File: config.mk
export PLATFORM = sky130hd
export DESIGN_NAME = gf_mult
export DESIGN_NICKNAME = d
export VERILOG_FILES = /design/src/rtl/aes_gf_pkg.sv /design/src/rtl/gf_xtime.sv /design/src/rtl/gf_mult.sv
export SDC_FILE = /design/constraint.sdc
export NUM_CORES = 1
export LEC_CHECK = 0
export CORE_MARGIN = 4
export CORE_UTILIZATION = 55
export DETAILED_ROUTE_END_ITERATION = 7
export PLACE_DENSITY = 0.81
export SYNTH_ARGS = -nofsm -noshare
export SYNTH_HDL_FRONTEND = slang
export SYNTH_SLANG_ARGS = --single-unit
File: constraint.sdc
create_clock -name clock -period 2.6 [get_ports clock]
set_clock_uncertainty 0.1 [all_clocks]
set_input_delay 0.78 -clock clock [delete_from_list [all_inputs] [get_ports clock]]
set_output_delay 0.78 -clock clock [all_outputs]
set_load 0.02 [all_outputs]
File: src/rtl/aes_gf_pkg.sv
// Shared definitions for the AES GF(2^8) constant multipliers.
// Select codes, the reduction constant and the xtime helper live here.
package aes_gf_pkg;

  localparam logic [2:0] MODE_X1   = 3'b000;
  localparam logic [2:0] MODE_X2   = 3'b001;
  localparam logic [2:0] MODE_X3   = 3'b010;
  localparam logic [2:0] MODE_X9   = 3'b011;
  localparam logic [2:0] MODE_XB   = 3'b100;
  localparam logic [2:0] MODE_XD   = 3'b101;
  localparam logic [2:0] MODE_XE   = 3'b110;
  localparam logic [2:0] MODE_ZERO = 3'b111;

  // Low byte of x^8+x^4+x^3+x+1; folded back in when bit 7 shifts out.
  localparam logic [7:0] AES_RED = 8'h1B;

  function automatic logic [7:0] xtime(input logic [7:0] a);
    logic [7:0] red;
    if (a[7]) begin
      red = AES_RED;
    end else begin
      red = 8'h00;
    end
    return {a[6:0], 1'b0} ^ red;
  endfunction

endpackage

File: src/rtl/gf_xtime.sv
// Multiply-by-x in GF(2^8) modulo the AES polynomial; purely combinational.
module gf_xtime
  import aes_gf_pkg::*;
(
  input  logic [7:0] din,
  output logic [7:0] dout
);

  assign dout = xtime(din);

endmodule

File: src/rtl/gf_mult.sv
// Registered GF(2^8) multiply by a selectable AES MixColumns/InvMixColumns
// coefficient; one byte lane, one-cycle latency, full throughput.
module gf_mult
  import aes_gf_pkg::*;
(
  input  logic       clock,
  input  logic       reset_n,
  input  logic [7:0] multiplicand,
  input  logic [2:0] multiplier,
  output logic [7:0] product
);

  logic [7:0] x2_s;
  logic [7:0] x4_s;
  logic [7:0] x8_s;
  logic [7:0] prod_s;
  logic [7:0] product_r;

  // Doubling chain provides the power-of-two partial products.
  gf_xtime u_xtime2 (.din(multiplicand), .dout(x2_s));
  gf_xtime u_xtime4 (.din(x2_s),         .dout(x4_s));
  gf_xtime u_xtime8 (.din(x4_s),         .dout(x8_s));

  // Coefficient select: XOR of the partial products for the chosen constant.
  always_comb begin
    prod_s = 8'h00;
    case (multiplier)
      MODE_X1:   prod_s = multiplicand;
      MODE_X2:   prod_s = x2_s;
      MODE_X3:   prod_s = x2_s ^ multiplicand;
      MODE_X9:   prod_s = x8_s ^ multiplicand;
      MODE_XB:   prod_s = x8_s ^ x2_s ^ multiplicand;
      MODE_XD:   prod_s = x8_s ^ x4_s ^ multiplicand;
      MODE_XE:   prod_s = x8_s ^ x4_s ^ x2_s;
      MODE_ZERO: prod_s = 8'h00;
      default:   prod_s = 8'h00;
    endcase
  end

  // Product register with synchronous active-low clear.
  always_ff @(posedge clock) begin
    if (!reset_n) begin
      product_r <= 8'h00;
    end else begin
      product_r <= prod_s;
    end
  end

  assign product = product_r;

endmodule

# After elaboration in Yosys (flattened, before gate mapping)
# Cells that the tools add are included.
# op_classes
reduce_logical	1
n_bitwise	10
eq_ne	7
mux	4
# op_table
cell	n
$pmux W8 S8	1
$xor A8 B8 Y8	7
$xor A8 B5 Y8	3
$mux W5	3
$eq A3 B3 Y1 const B	4
$eq A3 B2 Y1 const B	2
$eq A3 B1 Y1 const B	1
$logic_not A3 Y1	1
# totals
regBits	8
input_bits	13
output_inout_bits	8

# Depth between registers and ports, before layout
# logic_depth
word_depth	9
ltp_mapped	8

# Modules after synthesis
# A second synthesis with hierarchy kept.
# unflattened
hier_cells	186
area_unflattened_um2	1348.8
# modules_own_cells
module	seq_area_each_um2	cells_each	area_each_um2	n_inst
gf_mult	160.2	162	1157.4	1
gf_xtime	0.0	8	63.8	3

# Worst setup path after synthesis
# Ideal clock, no wire load.
# synth_path
kind	input -> register
start	input port multiplicand[2]
end	register product_r[5] (netlist: product[5])
stages	7
required_ps	2380
n_path_buf	1
setup_ps	120
path_slack_ps	384
t_arrival_ps	1997
path_cell_list	buf_2 -> xnor2_2 -> xnor2_1 -> o22ai_1 -> a211oi_2 -> nor3_1 -> a211o_1
# synth_via
elab_chain_len	6
# synth_rtl
element	line_no	rtl
start, declared	gf_mult.sv:8	input logic [7:0] multiplicand,
$xor A8 B5 Y8 * (3 in a row)	aes_gf_pkg.sv:24	return {a[6:0], 1'b0} ^ red;
$xor A8 B8 Y8 (on tied branches)	gf_mult.sv:33, gf_mult.sv:34, gf_mult.sv:32	
$xor A8 B8 Y8 (on tied branches)	gf_mult.sv:34, gf_mult.sv:32, gf_mult.sv:33	
$pmux W8 S8 *	gf_mult.sv:27	case (multiplier)
end signal, assigned	gf_mult.sv:45	product_r <= prod_s;
end, declared	gf_mult.sv:17	logic [7:0] product_r;
# Mark *: on every way between the ends. The rest lies on a longest branch, timed or not.
# A chain may end at the register's enable or synchronous reset.

# Final worst setup path
# layout_path
start	input port multiplicand[6]
end	register product_r[5] (netlist: product[5])
# layout_via
elab_chain_len	7
# layout_rtl
element	line_no	rtl
$xor A8 B5 Y8 *	aes_gf_pkg.sv:24	
$mux W5 *	aes_gf_pkg.sv:19	if (a[7]) begin
$xor A8 B5 Y8 * (2 in a row)	aes_gf_pkg.sv:24	
$xor A8 B8 Y8 (on tied branches)	gf_mult.sv:33, gf_mult.sv:34, gf_mult.sv:32	
$xor A8 B8 Y8 (on tied branches)	gf_mult.sv:34, gf_mult.sv:32, gf_mult.sv:33	
$pmux W8 S8 *	gf_mult.sv:27	
# Marked as above.

==> impl_metrics.tcl <==
set metrics [dict create \
    crit_family "compound AO/OA/AOI/OAI gates" \
    fin_crit_sh_pct 96.81 \
    core_um2 2455 \
    synth_top_cell_by_area "dfxtp_1" \
    io_buffers 20 \
    final_core_util_pct 83.23 \
    max_stage_delay_ps 430 \
    min_from "multiplier[2]" \
    worst-path-buf-inv 2 \
    powerDensity_nw_per_um2 334.4 \
    fin_crit_ps 2517 \
    grt_pass1_wl_mm 7.465 \
    syn_nets 199 \
    yosys_warnings 0 \
    cts_buffers 3 \
    cts_hold_buf 0 \
    rsz0062_at_grt "yes" \
    cts_root_buf "clkbuf_4" \
    cts_sinks 8 \
    synthCells 186 \
    diodes 0 \
    die_w_um 58.50 \
    antenna_found_initial 0 \
    dieArea_um2 3422 \
    postCtsSetupBuffers 0 \
    avgSynthCellArea_um2 7.541 \
    total_power_uw 683.2 \
    ys_seq_area_share_pct 11.42 \
    hold_depth 4 \
    gr-total-overflow 0 \
    max_slew_margin_pct 73.99 \
    worstSetupPathType "in2reg" \
    use_met1_pct 35.70 \
    drive_gt1_share_pct 30.08 \
    io_pins 21 \
    fmax_mhz 397.3 \
    ys.flop_type "dfxtp_1" \
    setup_violations 0 \
    synth-edff-count 0 \
    dp_hpwl_mm 3.600 \
    synthTopCellsByArea "dfxtp_1, xnor2_1, xnor2_2, nand2_1, o22ai_1" \
    dr.pass1.iters 4 \
    std_cell_rows 18 \
    globalRouteMet3Util_pct 3.509 \
    worst_slack_ps 83.04 \
    ir_drop_v 0.0002609 \
    tightestPinTransition_ps 389.0 \
    path_cells "clkdlybuf4s50_1, buf_4, xor2_2, xnor2_1, a2bb2oi_1, o22ai_1, o211a_1, a211o_1" \
    status "finished, final reports clean" \
    cts_tree "yes" \
    grt_pass1_vias 1593 \
    ctsHtreeMaxLevel 1 \
    gr-usage-met2_pct 48.01 \
    grt_busiest_layer "met2" \
    synth_top_area_share_pct 11.42 \
    hold_viol 0 \
    largest_reg_flops 8 \
    power.static_leakage_uw 0.0008804 \
    maxCapViolations 0 \
    place.gp.congestion 1.020 \
    dp.cells 273 \
    vias_per_cell 6.004 \
    vias 1657 \
    drtIter0Drc 129 \
    timing.final.max_slew_violations 0 \
    crit_path_end_kind "flip-flop" \
    crit_required_ps 2660 \
    slowest_stage "clkdlybuf4s50_1" \
    min_to "product[7]" \
    layout.nets 261 \
    start_util_pct 57.14 \
    synthDistinctLibCells 53 \
    die_y_um 58.50 \
    drc 0 \
    routedWlPerCell_um 16.06 \
    hp-class "in2reg" \
    syn_to_final_growth_pct 45.67 \
    critPathLaunchType "input pin" \
    syn-cell-area_um2 1403 \
    grt_max_degree 11 \
    grt_usage_pct 28.60 \
    cts.clk_slew.worst_paths_ps 60 \
    fillers 161 \
    wirelength_mm 4.432 \
    ant_nets 0 \
    ys_ff_latch 8 \
    async_flop_share_pct 0 \
    crit_fanout 5 \
    cp.arrival_ps 2570 \
    stdcell_count 276 \
    clock_path_buffers 2 \
    place_ws_ps -189.2 \
]
==> placed cells by master (no fill, tap or decap), drive strengths merged, types with 2 or more instances in the layout <==
master,n
nor3,5
o21ai,13
nor3b,2
inv,6
nor2,9
nand3,3
buf,55
o211ai,5
nand2b,4
xor2,10
clkbuf,3
a31oi,7
a41oi,2
dfxtp,8
or3,2
nand2,17
nor2b,2
a21boi,2
o211a,2
a21o,2
dlymetal6s2s,3
xnor2,23
a311oi,2
a21oi,12
mux2i,2
and3,3
o22ai,10
clkdlybuf4s50,17
==> kinds of logic (layout without fill, tap and decap cells) <==
logic type	after synthesis	after routing	share of synthesized area [%]
mux	2	2	1.427
buf+inv	24	84	8.653
flops	8	8	11.42
compound gates	66	66	30.96
simple gates	52	52	19.27
xor+xnor	34	34	28.28
==> where the power goes <==
| part | internal, uW | switching, uW | total (uW) | leakage [uW] |
|---|---|---|---|---|
| combinational | 225 | 218 | 443 | 0.000800 |
| sequential | 137 | 4.08 | 141 | 0.0000664 |
| clock | 53.1 | 46.7 | 99.8 | 0.0000138 |
==> Yosys cell counts, drive strengths merged, types with 2 or more instances <==
master	instances
a21boi	2
a21o	2
a21oi	12
a311oi	2
a31oi	7
a41oi	2
and3	3
buf	15
clkbuf	3
dfxtp	8
inv	6
mux2i	2
nand2	17
nand2b	4
nand3	3
nor2	9
nor2b	2
nor3	5
nor3b	2
o211a	2
o211ai	5
o21ai	13
o22ai	10
or3	2
xnor2	23
xor2	10
==> final cells by class <==
cell class              count  area, um2  area share (%)
inverters                   6      22.52           1.102
multi-input cells         154       1155           56.52
repair buffers             75      645.6           31.60
well taps                  30      37.54           1.837
flip-flops and latches      8      160.2           7.838
clock buffers               3      22.52           1.102
==> worst max path at each step <==
stage,cells after the start,endpoint,slack [ps],start
finish,8,product[5],80,multiplicand[6]
global route,8,product[5],-20,multiplicand[6]
CTS,8,product[5],80,multiplicand[6]
detailed placement,7,product[5],-190,multiplicand[5]
global placement,8,product[5],-140,multiplicand[6]
floorplan,7,product[5],380,multiplicand[2]
==> through the flow <==
step / setup TNS [ps] / area (um2) / hold WS [ps]
final: 0 / 2043 / 1008
after global routing: -22.66 / 2043 / 1064
after CTS: 0 / 2002 / 1243
after detailed placement: -959.3 / 1979 / 1485
after global placement: -732.4 / 1979 / 1480
after floorplan: 0 / 1403 / 910.6
==> layer usage <==
layer / routed length [um] / vias to the layer above / share of wire (%)
li1: - / 790 / -
met2: 2154 / 89 / 49
met1: 1770 / 754 / 40
met4: 174 / 0 / 3.9
met5: 0 / - / 0
met3: 332 / 24 / 7.5
==> timing repair <==
action,CTS,global route
setup endpoints to repair,0,4
endpoints found under the hold margin,0,0
resized for setup,0,8
No activity file was read; power rests on OpenSTA's default activity.
